## src/rtl/hdmi_packet_pkg.sv

```systemverilog
// Shared constants and the BCH step function used by the data-island serializer.
package hdmi_packet_pkg;

    localparam int unsigned PACKET_CYCLES    = 32;
    localparam int unsigned HEADER_DATA_BITS = 24;
    localparam int unsigned SUB_DATA_BITS    = 56;
    localparam logic [7:0]  BCH_POLY         = 8'h83;

    // One LSB-first LFSR step; poly is the reflected feedback mask.
    function automatic logic [7:0] bch_ecc_step(input logic [7:0] ecc, input logic din,
                                                input logic [7:0] poly);
        logic fb;
        fb = din ^ ecc[0];
        return {1'b0, ecc[7:1]} ^ ({8{fb}} & poly);
    endfunction

endpackage

```

## src/rtl/bch_ecc_accumulator.sv

```systemverilog
// BCH parity accumulator: absorbs 1 or 2 data bits per cycle, bit 0 first.
module bch_ecc_accumulator
    import hdmi_packet_pkg::*;
#(
    parameter int unsigned BITS_PER_CYCLE = 1,
    parameter logic [7:0]  POLY           = 8'h83
) (
    input  logic                      clk_i,
    input  logic                      reset_i,
    input  logic                      clear_i,
    input  logic                      advance_i,
    input  logic [BITS_PER_CYCLE-1:0] bits_i,
    output logic [7:0]                ecc_o
);

    logic [7:0] ecc_d;

    // clear with advance starts a fresh codeword from the current bits.
    always_comb begin
        ecc_d = clear_i ? 8'h00 : ecc_o;
        for (int i = 0; i < int'(BITS_PER_CYCLE); i++) begin
            ecc_d = bch_ecc_step(ecc_d, bits_i[i], POLY);
        end
    end

    always_ff @(posedge clk_i) begin
        if (reset_i) begin
            ecc_o <= 8'h00;
        end else if (advance_i) begin
            ecc_o <= ecc_d;
        end else if (clear_i) begin
            ecc_o <= 8'h00;
        end
    end

endmodule

```

## src/rtl/data_island_packet_serializer.sv

```systemverilog
// Serializes one HDMI data-island packet (header + 4 subpackets + BCH parity) over 32 cycles,
// 9 bits per cycle toward the TERC4 encoders.
module data_island_packet_serializer #(
    parameter logic [7:0] BCH_POLY = 8'h83
) (
    input  logic             clk_pixel,
    input  logic             reset,
    input  logic             enable,
    input  logic [23:0]      header,
    input  logic [3:0][55:0] sub,
    output logic [8:0]       packet_data,
    output logic             packet_start,
    output logic             packet_end,
    output logic             packet_aborted
);
    import hdmi_packet_pkg::*;

    logic [4:0]       cnt_q;
    logic [23:0]      hdr_q;
    logic [3:0][55:0] sub_q;

    logic             first;
    logic             clear;
    logic             hdr_phase;
    logic             sub_phase;
    logic [23:0]      hdr_cur;
    logic [3:0][55:0] sub_cur;
    logic             hdr_data;
    logic             hdr_bit;
    logic [7:0]       ecc_h;
    logic [3:0]       even_bits;
    logic [3:0]       odd_bits;
    logic [2:0]       par_idx;

    assign first     = (cnt_q == 5'd0);
    assign clear     = !enable || first;
    assign hdr_phase = (cnt_q < 5'(HEADER_DATA_BITS));
    assign sub_phase = (cnt_q < 5'(SUB_DATA_BITS / 2));
    // Cycle 0 must use the live inputs since the shadow only loads on that same edge.
    assign hdr_cur   = first ? header : hdr_q;
    assign sub_cur   = first ? sub : sub_q;
    assign hdr_data  = hdr_cur[cnt_q];
    assign hdr_bit   = hdr_phase ? hdr_data : ecc_h[cnt_q[2:0]];
    assign par_idx   = {cnt_q[1:0], 1'b0};

    bch_ecc_accumulator #(
        .BITS_PER_CYCLE(1),
        .POLY          (BCH_POLY)
    ) u_ecc_hdr (
        .clk_i    (clk_pixel),
        .reset_i  (reset),
        .clear_i  (clear),
        .advance_i(enable && hdr_phase),
        .bits_i   (hdr_data),
        .ecc_o    (ecc_h)
    );

    for (genvar k = 0; k < 4; k++) begin : g_sub
        logic [1:0] data_bits;
        logic [7:0] ecc_s;

        assign data_bits    = {sub_cur[k][{cnt_q, 1'b1}], sub_cur[k][{cnt_q, 1'b0}]};
        assign even_bits[k] = sub_phase ? data_bits[0] : ecc_s[par_idx];
        assign odd_bits[k]  = sub_phase ? data_bits[1] : ecc_s[par_idx + 3'd1];

        bch_ecc_accumulator #(
            .BITS_PER_CYCLE(2),
            .POLY          (BCH_POLY)
        ) u_ecc_sub (
            .clk_i    (clk_pixel),
            .reset_i  (reset),
            .clear_i  (clear),
            .advance_i(enable && sub_phase),
            .bits_i   (data_bits),
            .ecc_o    (ecc_s)
        );
    end

    always_ff @(posedge clk_pixel) begin
        if (reset) begin
            cnt_q          <= 5'd0;
            hdr_q          <= '0;
            sub_q          <= '0;
            packet_data    <= 9'd0;
            packet_start   <= 1'b0;
            packet_end     <= 1'b0;
            packet_aborted <= 1'b0;
        end else begin
            cnt_q <= enable ? cnt_q + 5'd1 : 5'd0;
            if (enable && first) begin
                hdr_q <= header;
                sub_q <= sub;
            end
            packet_data    <= enable ? {odd_bits, even_bits, hdr_bit} : 9'd0;
            packet_start   <= enable && first;
            packet_end     <= enable && (cnt_q == 5'(PACKET_CYCLES - 1));
            packet_aborted <= !enable && !first;
        end
    end

endmodule
```

## config.mk

```make
export PLATFORM = sky130hd
export DESIGN_NAME = data_island_packet_serializer
export DESIGN_NICKNAME = d
export VERILOG_FILES = /design/src/rtl/hdmi_packet_pkg.sv /design/src/rtl/bch_ecc_accumulator.sv /design/src/rtl/data_island_packet_serializer.sv
export SDC_FILE = /design/constraint.sdc
export NUM_CORES = 1
export LEC_CHECK = 0
export CAP_MARGIN = 40
export CORE_MARGIN = 3
export CORE_UTILIZATION = 35
export CTS_BUF_LIST = sky130_fd_sc_hd__clkbuf_8 sky130_fd_sc_hd__clkbuf_16
export DETAILED_ROUTE_END_ITERATION = 12
export GPL_TIMING_DRIVEN = 0
export SKIP_LAST_GASP = 1
export SLEW_MARGIN = 20
export SYNTH_ARGS = -nofsm -noshare
export SYNTH_HDL_FRONTEND = slang
export SYNTH_SLANG_ARGS = --single-unit
```

## constraint.sdc

```tcl
create_clock -name clk_pixel -period 4.31 [get_ports clk_pixel]
set_input_delay 0.862 -clock clk_pixel [delete_from_list [all_inputs] [get_ports clk_pixel]]
set_output_delay 0.862 -clock clk_pixel [all_outputs]
set_load 0.005 [all_outputs]
```

; Word-level counts from Yosys, hierarchy flattened
; Index checks and enable logic that the tools add are counted.
; W data, S select, Z words.
[word_totals]
regBits = 305
input_bits = 251
output_inout_bits = 12
word_cells = 112
[op_classes]
addsub = 2
magnitude_cmp = 8
n_eq_ne = 1
n_mux = 57
n_bitwise = 19
n_reduce_logical = 10
[ops]
columns = cell, count
row1 = $mux W224, 1
row2 = $mux W8, 10
row3 = $xor A7 B8 Y8, 9
row4 = $bmux W1 S5, 9
row5 = $mux W1, 27
row6 = $mux W24, 1
row7 = $bmux W1 S3, 5
row8 = $lt A6 B7 Y1 const B, 2
row9 = $lt A3 B4 Y1 const B, 3
row10 = $lt A5 B5 Y1 const B, 2
row11 = $xor A1 B1 Y1, 9
row12 = $bmux W1 S2, 4
row13 = $lt A5 B6 Y1 const B, 1
row14 = $add A5 B1 Y5 const B, 1
row15 = $eq A5 B5 Y1 const B, 1
row16 = $logic_and A1 B1 Y1, 5
row17 = $logic_not A5 Y1, 1
row18 = $add A3 B1 Y3 const B, 1
row19 = $logic_not A1 Y1, 2
row20 = $reduce_or A2 Y1, 1
row21 = $logic_or A1 B1 Y1, 1
row22 = $not A1 Y1, 1

; Depth between registers and ports, before layout
; Gate-level depths: netlist of run 1.
[logic_depth]
ltp_word = 9
ltp_mapped = 17
mapped_depth_nobuf = 11

; Modules after synthesis
; A second synthesis of run 1 with hierarchy kept.
[unflattened]
hier_cells = 1867
hier_area_um2 = 14835.5
[modules_own_cells]
columns = mod, instances, cells_per_inst, area_each_um2, seq_area_each_um2
row1 = data_island_packet_serializer, 1, 1638, 12779.8, 5305.1
row2 = bch_ecc_accumulator at g_sub[0].u_ecc_sub ..., 4, 47, 420.4, 160.2
row3 = bch_ecc_accumulator at u_ecc_hdr, 1, 41, 374.1, 160.2

; Worst setup path after synthesis of run 1
; No wires, ideal clock.
[synth_timing]
kind = register to register
start = register cnt_q[0]
end = register g_sub[1].u_ecc_sub.ecc_o[1]
setup_ns = 0.124
arrival_ns = 3.383
required_time_ns = 4.186
setup_slack_ns = 0.803
stages_incl_launch_ff = 15
path_buffers = 3
synth_period_minus_slack_ns = 3.507
cell_sequence = dfxtp_1 buf_2 clkinv_1 clkbuf_1 ha_1 nor4b_4 buf_6 mux4_1 o221a_2 o21ai_0 nand4_1 o221ai_1 xor2_1 xor2_1 o21ai_0
[synth_via]
elab_chain_len = 9
elab_cells_between_ends = 15
classes_between = order compare: 1 / mux: 7 / bitwise: 4 / reduce/logical: 3
[synth_rtl]
columns = element, line
row1 = from (decl), data_island_packet_serializer.sv:18  ; logic [4:0] cnt_q;
row2 = from (signal assigned), data_island_packet_serializer.sv:89  ; cnt_q <= enable ? cnt_q + 5'd1 : 5'd0;
row3 = $logic_not A5 Y1, data_island_packet_serializer.sv:35  ; assign first = (cnt_q == 5'd0);
row4 = $mux W224, data_island_packet_serializer.sv:41  ; assign sub_cur = first ? sub : sub_q;
row5 = $bmux W1 S5, data_island_packet_serializer.sv:62  ; assign data_bits = {sub_cur[k][{cnt_q, 1'b1}], sub_cur[k][{cnt_q, 1'b0}]};
row6 = $mux W1 (not written as such), data_island_packet_serializer.sv:62
row7 = $xor A1 B1 Y1, hdmi_packet_pkg.sv:13  ; fb = din ^ ecc[0];
row8 = $xor A7 B8 Y8, hdmi_packet_pkg.sv:14  ; return {1'b0, ecc[7:1]} ^ ({8{fb}} & poly);
row9 = $xor A1 B1 Y1, hdmi_packet_pkg.sv:13
row10 = $xor A7 B8 Y8, hdmi_packet_pkg.sv:14
row11 = $mux W8 *, bch_ecc_accumulator.sv:29  ; end else if (advance_i) begin
row12 = to (signal assigned), bch_ecc_accumulator.sv:28  ; ecc_o <= 8'h00;
row13 = to (signal assigned), bch_ecc_accumulator.sv:30  ; ecc_o <= ecc_d;
row14 = to (signal assigned), bch_ecc_accumulator.sv:32  ; ecc_o <= 8'h00;
row15 = to (decl), bch_ecc_accumulator.sv:13  ; output logic [7:0] ecc_o
; Every way passes the cells marked *; elsewhere a longest branch is shown, timed or not. The select of a mux whose other input is x is not followed.
; A chain may end at the register's enable or synchronous reset.

; Final worst setup path of run 1
[layout_timing]
start = register cnt_q[1]
end = register g_sub[2].u_ecc_sub.ecc_o[7]
[layout_via]
elab_chain_len = 9
elab_cells_between_ends = 15
classes_between = order compare: 1 / mux: 7 / bitwise: 4 / reduce/logical: 3
[layout_rtl]
columns = element, line
row1 = $logic_not A5 Y1, data_island_packet_serializer.sv:35
row2 = $mux W224, data_island_packet_serializer.sv:41
row3 = $bmux W1 S5, data_island_packet_serializer.sv:62
row4 = $mux W1 (not written as such), data_island_packet_serializer.sv:62
row5 = $xor A1 B1 Y1, hdmi_packet_pkg.sv:13
row6 = $xor A7 B8 Y8, hdmi_packet_pkg.sv:14
row7 = $xor A1 B1 Y1, hdmi_packet_pkg.sv:13
row8 = $xor A7 B8 Y8, hdmi_packet_pkg.sv:14
row9 = $mux W8 *, bch_ecc_accumulator.sv:29
row10 = to (signal assigned), bch_ecc_accumulator.sv:28
row11 = to (signal assigned), bch_ecc_accumulator.sv:30
row12 = to (signal assigned), bch_ecc_accumulator.sv:32
row13 = to (decl), bch_ecc_accumulator.sv:13
; Marks and branches as above.

==> flow_metrics.py, run 1 <==
metrics = {
    "clock_network": {
        "cts_tree": "done",
        "path_clk_slew_ns": 0.06,
        "holdBufCountCts": 0,
        "cts_buffers": 36,
        "clk_latency_ns": 0.54,
        "clock_path_buffers": 3,
        "root_buffer": "clkbuf_16",
        "cts-htree-levels": 2,
        "cts.sinks": 305,
    },
    "power_and_ir_drop": {
        "internal_power_w": 0.005684,
        "total_power_w": 0.007839,
        "power_density_nw_per_um2": 395.5,
        "p_sw_w": 0.002155,
        "p_clk_share_pct": 42.8,
        "pwr-share-seq_pct": 39.4,
        "p_sw_share_pct": 27.49,
        "power_frac_comb_pct": 17.8,
        "power_leakage_nw": 7.401,
        "ir_worst_vdd_mv": 0.2753,
    },
    "worst_setup_path": {
        "crit_required_ns": 4.72,
        "rrSetupSlack_ns": 0.04,
        "timing.rr.end": "g_sub[2].u_ecc_sub.ecc_o[7]$_SDFF_PP0_",
        "cp-start-kind": "flop",
        "critPathMaxFanout": 10,
        "crit-reg2reg-launch": "cnt_q[1]$_SDFF_PP0_",
        "crit_path_start": "cnt_q[1]$_SDFF_PP0_",
        "worstSetupPathType": "reg -> reg",
        "arrival_ns": 4.68,
        "endpoint_kind": "flop",
        "crit_end": "g_sub[2].u_ecc_sub.ecc_o[7]$_SDFF_PP0_",
        "worstRegToRegCells": 15,
    },
    "placement": {
        "hpwl_microns": 48540,
        "placedCellCount": 2669,
        "port_buffers": 261,
        "finalWeightedCongestion": 0.9510,
    },
    "detailed_routing": {
        "routed_via_density": 5.736,
        "ant_nets": 0,
        "wl_microns": 65370,
        "firstDrtPassIters": 6,
        "drt_iter0_markers": 1720,
        "routedWlPerCell_microns": 23.81,
        "drc": 0,
        "vias": 15750,
    },
    "logic_synthesis": {
        "synth-main-ff-cell": "dfxtp_1",
        "yosysWarnings": 0,
        "synth.net_count": 2113,
        "synth.ff_latch_count": 305,
        "netlist_instances": 1859,
        "synth_area_sq_um": 14960,
        "synth_edf_count": 0,
        "yosysUniqueCellTypes": 69,
        "async_flop_share_pct": 0,
        "yosysSeqAreaShare_pct": 40.81,
        "syn_avg_cell_area_sq_um": 8.048,
    },
    "sta": {
        "slew_headroom_pct": 39.15,
        "hold_violations": 0,
        "slew_violations": 0,
        "holdWs_ns": 0.4521,
        "worst_pin_slew_ns": 0.9118,
        "min_period_ns": 4.268,
        "clock_skew_ns": 0.02062,
        "fmax_mhz": 234.3,
        "setup_viol": 0,
        "rsz0062_at_grt": "no",
        "period_share_pct": 99.04,
    },
    "job": {
        "max-cap-violations": 0,
    },
    "grt": {
        "antenna_found_initial": 1,
        "grt_pass1_wl_microns": 94130,
        "grt_overflow": 0,
        "grt_pass1_vias": 14900,
        "grt_max_degree": 14,
        "grt.total_usage_pct": 27.94,
    },
    "floorplan": {
        "initial_core_util_pct": 35.59,
        "std_cell_rows": 75,
        "dieArea_sq_um": 45260,
        "die_x_microns": 212.7,
        "io_pins": 263,
        "die_h_microns": 212.7,
        "core_area_sq_um": 42040,
    },
    "cells_and_area": {
        "fillers": 4115,
        "layout.nets": 2433,
        "diodes": 0,
        "drive_gt1_share_pct": 9.429,
        "stdcell_count": 2745,
        "area_growth_pct": 32.48,
    },
    "status": {
        "outcome": "completed",
    },
    "hold_path": {
        "hold_path.class": "reg -> reg",
    },
}
[registers in the layout, summed over array words and instances, names as in the netlist]
register / flops
packet_data: 9
packet_aborted: 1
packet_end: 1
g_sub.u_ecc_sub.ecc_o: 32
u_ecc_hdr.ecc_o: 8
packet_start: 1
cnt_q: 5
hdr_q: 24
sub_q: 224
[power groups by stage]
stage                     Sequential (W)  Combinational, W  Clock, W
after global routing             0.00310           0.00148   0.00349
after detailed placement         0.00314           0.00134         0
after CTS                        0.00308           0.00135   0.00339
after global placement           0.00314           0.00132         0
final                            0.00309           0.00140   0.00336
after floorplan                  0.00311          0.000723         0
[cells in the mapped netlist, types with 3 or more instances]
cell type	number	area (sq um)
buf_2	24	120.1
a32o_1	4	40.04
nand3_1	49	245.2
xor2_1	13	113.9
o21ai_0	26	130.1
ha_1	3	37.54
o221ai_1	6	52.55
a22o_1	31	271.5
clkbuf_1	99	371.6
mux4_1	13	341.6
nor2b_1	3	18.77
buf_6	12	135.1
a211oi_1	5	37.54
a22oi_1	13	97.59
mux4_2	46	1036
mux2i_1	31	310.3
o22ai_1	4	25.02
nand2b_1	8	50.05
buf_4	4	30.03
dfxtp_1	305	6106
o2111ai_1	5	43.79
a31oi_1	13	81.33
a2111oi_0	4	35.03
nor2_1	44	165.2
and2_1	8	50.05
mux2_2	8	90.09
xnor2_1	21	183.9
buf_1	10	37.54
nand4_1	14	87.58
a21oi_1	267	1336
a32oi_1	12	105.1
a221oi_1	5	43.79
nand2_1	682	2560
nor3_1	9	45.04
o41ai_1	4	35.03
and3_1	7	43.79
o211ai_1	6	45.04
[how the worst min path moves through the flow]
stage | start | endpoint | slack (ns) | cells past startpoint
detailed placement | sub_q[183]$_SDFFE_PP0P_ | sub_q[183]$_SDFFE_PP0P_ | 0.44 | 2
finish | sub_q[105]$_SDFFE_PP0P_ | sub_q[105]$_SDFFE_PP0P_ | 0.45 | 2
global route | hdr_q[17]$_SDFFE_PP0P_ | hdr_q[17]$_SDFFE_PP0P_ | 0.47 | 2
global placement | sub_q[204]$_SDFFE_PP0P_ | sub_q[204]$_SDFFE_PP0P_ | 0.44 | 2
floorplan | hdr_q[17]$_SDFFE_PP0P_ | hdr_q[17]$_SDFFE_PP0P_ | 0.43 | 2
CTS | sub_q[81]$_SDFFE_PP0P_ | sub_q[81]$_SDFFE_PP0P_ | 0.45 | 2
[per-layer routing]
metal / GRT usage, % / routed length (microns) / up-vias
met5: 0 / 9 / -
met4: 11.31 / 2919 / 2
met3: 5.069 / 6209 / 191
met2: 45.39 / 29920 / 882
met1: 36.95 / 26320 / 7583
li1: - / - / 7087
[cells by family (layout without fill, tap and decap cells)]
group | after synthesis | in the layout | share of synthesized area (%)
mux | 98 | 98 | 11.88
simple gates | 836 | 836 | 22.56
compound gates | 427 | 427 | 17.27
buf+inv | 155 | 502 | 5.077
fa+ha+maj | 3 | 3 | 0.2509
flops | 305 | 305 | 40.81
xor+xnor | 35 | 35 | 2.141
[repair_timing]
item,in CTS,in global routing
setup buffers,3,7
resized for setup,17,14
pin swaps,2,4
setup endpoints to repair,298,175
[worst max-delay path: stages, from the launching register on]
cell and delay, ns:
dfxtp_1 0.52, clkinv_2 0.29, buf_4 0.29, ha_1 0.21
or4b_1 0.44, buf_4 0.31, buf_2 0.31, nand2_1 0.09
a32oi_1 0.27, a21boi_0 0.15, nor4_1 0.52, a21oi_2 0.05
buf_4 0.18, xnor2_1 0.25, xor2_1 0.17, o21ai_0 0.09
[per-stage QoR]
| step | cell area [sq um] | TNS [ns] | setup WS [ns] | utilization, % |
|---|---|---|---|---|
| finish | 19820 | 0 | 0.04151 | 47.15 |
| global placement | 18250 | -211.43 | -1.017 | 43.40 |
| global route | 19820 | 0 | 0.02286 | 47.15 |
| detailed placement | 18350 | -227.67 | -1.113 | 43.66 |
| CTS | 19700 | -0.01718 | -0.01718 | 46.86 |
| floorplan | 14960 | 0 | 0.8035 | - |
[cell type report]
cell class	instances	area, sq um	area share [%]
tap	539	674.4	3.403
multi-input combinational	1399	8135	41.05
sequential	305	6106	30.81
clock buffer	42	994.7	5.019
clock inverter	23	296.5	1.496
timing repair buffer	283	2825	14.25
inverter	3	16.27	0.08207
buffer	151	772.0	3.895
[placed cells by master, fill, tap and decap left out, types with 7 or more instances in the layout]
cell             instances
buf_6                   19
dfxtp_1                305
a22o_1                  31
mux2i_1                 31
a31oi_1                 13
bufinv_16                7
buf_2                   24
nand3_1                 49
nand2b_1                 8
a32oi_1                 12
buf_4                   19
xnor2_1                 21
nand4_1                 14
clkbuf_2                 8
clkinv_2                 8
xor2_1                  13
nand2_1                681
mux4_2                  46
a22oi_1                 12
and3_1                   7
buf_1                    9
clkbuf_16               37
mux2_2                   8
clkbuf_1                88
nor3_1                   9
and2_1                   9
nor2_1                  42
o21ai_0                 26
clkdlybuf4s50_1        261
mux4_1                  13
a21oi_1                267
No activity file was read; power rests on OpenSTA's default activity.
==> run 2: changes to the inputs <==
--- a/config.mk
+++ b/config.mk
@@ -10,7 +10,9 @@
 export CORE_UTILIZATION = 35
 export CTS_BUF_LIST = sky130_fd_sc_hd__clkbuf_8 sky130_fd_sc_hd__clkbuf_16
 export DETAILED_ROUTE_END_ITERATION = 12
+export GPL_ROUTABILITY_DRIVEN = 0
 export GPL_TIMING_DRIVEN = 0
+export PLACE_DENSITY = 0.63
 export SKIP_LAST_GASP = 1
 export SLEW_MARGIN = 20
 export SYNTH_ARGS = -nofsm -noshare
==> run 2 against run 1 <==
  * Non-clock buffer count shrank 5
  * Count of clock-buffer cells in the layout grew 2
  * Critical path depth shrank 1
  * Clock skew grew 0.0041 ns
  * Largest cell class unchanged
  * Global-route usage shrank 0.60 points
  * Total power shrank 3.7%
  * Register-to-register slack is essentially flat
  * Hold slack lost 0.0012 ns
==> flow_metrics.py, run 2 (synthesized netlist as in run 1, its figures left out) <==
metrics = {
    "status": {
        "outcome": "completed",
    },
    "cells_and_area": {
        "drive_gt1_share_pct": 9.054,
        "layout.nets": 2428,
        "design_area_sq_um": 19680,
        "final_cell_mix": "nand2_1 (681), dfxtp_1 (305), a21oi_1 (267)",
        "regMostFlops": "sub_q",
        "stdcell_count": 2737,
        "largest_reg_flops": 224,
        "final_common_cell": "nand2_1",
        "reg.largest.list": "sub_q (224), g_sub.u_ecc_sub.ecc_o (32), hdr_q (24)",
        "diodes": 0,
        "area_growth_pct": 31.55,
    },
    "worst_setup_path": {
        "worstSetupPathType": "reg -> reg",
        "rrSetupSlack_ns": 0.03,
        "worstRegToRegCells": 14,
        "arrival_ns": 4.68,
        "endpoint_kind": "flop",
        "crit_required_ns": 4.71,
        "cp-start-kind": "flop",
        "critPathMaxFanout": 10,
    },
    "clock_network": {
        "holdBufCountCts": 0,
        "root_buffer": "clkbuf_16",
        "cts_tree": "done",
        "cts_buffers": 36,
        "clock_path_buffers": 3,
        "cts-htree-levels": 2,
        "cts.sinks": 305,
        "path_clk_slew_ns": 0.06,
        "clk_latency_ns": 0.55,
    },
    "placement": {
        "port_buffers": 261,
        "placedCellCount": 2669,
        "placedInstanceArea_sq_um": 18360,
        "hpwl_microns": 48280,
    },
    "hold_path": {
        "hold_path.class": "reg -> reg",
        "hold_depth": 2,
    },
    "sta": {
        "worst_pin_slew_ns": 0.9245,
        "setup_viol": 0,
        "fmax_mhz": 233.8,
        "slew_headroom_pct": 38.14,
        "holdWs_ns": 0.4509,
        "clock_skew_ns": 0.02471,
        "slew_violations": 0,
        "min_period_ns": 4.277,
        "hold_violations": 0,
        "timing.setup.tns_ns": 0,
        "period_share_pct": 99.24,
        "rsz0062_at_grt": "yes",
    },
    "power_and_ir_drop": {
        "power_density_nw_per_um2": 383.6,
        "ir_worst_vdd_mv": 0.2218,
        "power_leakage_nw": 7.343,
    },
    "grt": {
        "met2_usage_pct": 43.40,
        "grt_overflow": 0,
        "grt_pass1_vias": 15030,
        "grt_pass1_wl_microns": 92060,
        "gr-max-usage-layer": "met2",
        "gr-usage-met1_pct": 35.63,
        "grt.total_usage_pct": 27.35,
        "antenna_found_initial": 0,
        "met3_usage_pct": 5.583,
        "grt_max_degree": 13,
    },
    "floorplan": {
        "die_x_microns": 212.7,
        "std_cell_rows": 75,
        "dieArea_sq_um": 45260,
        "io_pins": 263,
        "core_area_sq_um": 42040,
        "initial_core_util_pct": 35.59,
        "die_h_microns": 212.7,
    },
    "detailed_routing": {
        "firstDrtPassIters": 8,
        "routed_via_density": 5.738,
        "vias": 15710,
        "ant_nets": 0,
        "drt_iter0_markers": 1798,
        "routedWlPerCell_microns": 23.51,
        "drc": 0,
        "wl_microns": 64330,
    },
    "job": {
        "max-cap-violations": 0,
    },
}
==> run 2: cell count changes in the layout (fill, tap and decap cells not counted), moves of 3 or more <==
| cell | previous run | this run |
|---|---|---|
| buf_4 | 19 | 13 |
| clkinv_2 | 8 | 5 |
| bufinv_16 | 7 | 2 |
| clkbuf_8 | 6 | 9 |
| inv_1 | 6 | 9 |
==> run 2: critical path, stage by stage, from the launching register on <==
cell and delay (ns):
dfxtp_1 0.39, clkinv_2 0.20, clkbuf_2 0.37, ha_1 0.24
nor4b_4 0.28, buf_4 0.19, buf_6 0.19, buf_4 0.32
mux4_2 0.60, o2111ai_1 0.22, o221ai_1 0.21, a21oi_2 0.39
xnor2_1 0.22, xor2_1 0.18, o21ai_0 0.09
==> run 2: metal layers <==
layer  share of wire [%]  routed length (microns)
met5                   0                        0
met4                 5.6                     3587
met3                  11                     7151
met2                  45                    29000
met1                  38                    24600
==> run 2: path summary, 6_finish.rpt <==
kind                           startpoint                                endpoint
setup / recovery      cnt_q[1]$_SDFF_PP0_  g_sub[2].u_ecc_sub.ecc_o[7]$_SDFF_PP0_
hold / removal    sub_q[191]$_SDFFE_PP0P_                 sub_q[191]$_SDFFE_PP0P_
setup reg to reg      cnt_q[1]$_SDFF_PP0_  g_sub[2].u_ecc_sub.ecc_o[7]$_SDFF_PP0_
hold reg to reg   sub_q[191]$_SDFFE_PP0P_                 sub_q[191]$_SDFFE_PP0P_
==> run 2: where the power goes <==
group | internal [W] | switching, W | leakage (nW) | total (W)
Combinational | 0.000620 | 0.000768 | 4.23 | 0.00139
Clock | 0.00179 | 0.00128 | 0.613 | 0.00307
Sequential | 0.00299 | 0.0000968 | 2.50 | 0.00309
==> run 2: layout make-up <==
type                            instances  area (sq um)
Timing Repair Buffer                  278          2788
Sequential cell                       305          6106
Clock buffer                           44          1011
Tap cell                              539         674.4
Fill cell                            4110         22360
Inverter                                3         16.27
Buffer                                151         774.5
Multi-Input combinational cell       1399          8148
Clock inverter                         18         163.9
==> run 2: timing repair <==
item,in CTS,in global routing
setup endpoints to repair,296,186
setup buffers,4,2
resized for setup,18,16
pin swaps,2,2
==> run 2: metrics by stage <==
| step | util (%) | setup WS [ns] | power (W) |
|---|---|---|---|
| 2_1_floorplan | - | 0.8035 | 0.003838 |
| 3_3_place_gp | 43.40 | -0.9743 | 0.004442 |
| 3_5_place_dp | 43.66 | -0.9936 | 0.004475 |
| 4_1_cts | 46.62 | -0.03542 | 0.007516 |
| 5_1_grt | 46.82 | -0.02449 | 0.007757 |
| 6_report | 46.82 | 0.03289 | 0.007549 |
==> run 3: changes to the inputs <==
==> constraint.sdc (replaced) <==
create_clock -name clk_pixel -period 4.31 [get_ports clk_pixel]
set_input_delay 0.862 -clock clk_pixel [delete_from_list [all_inputs] [get_ports clk_pixel]]
set_output_delay 0.862 -clock clk_pixel [all_outputs]
set_load 0.05 [all_outputs]
==> results of run 3 <==
Same layout as run 2 (identical final DEF). Status: completed.
Among the figures that moved: total power 0.007549 W -> 0.007569 W; worst IR drop on VDD 0.2218 mV -> 0.2225 mV
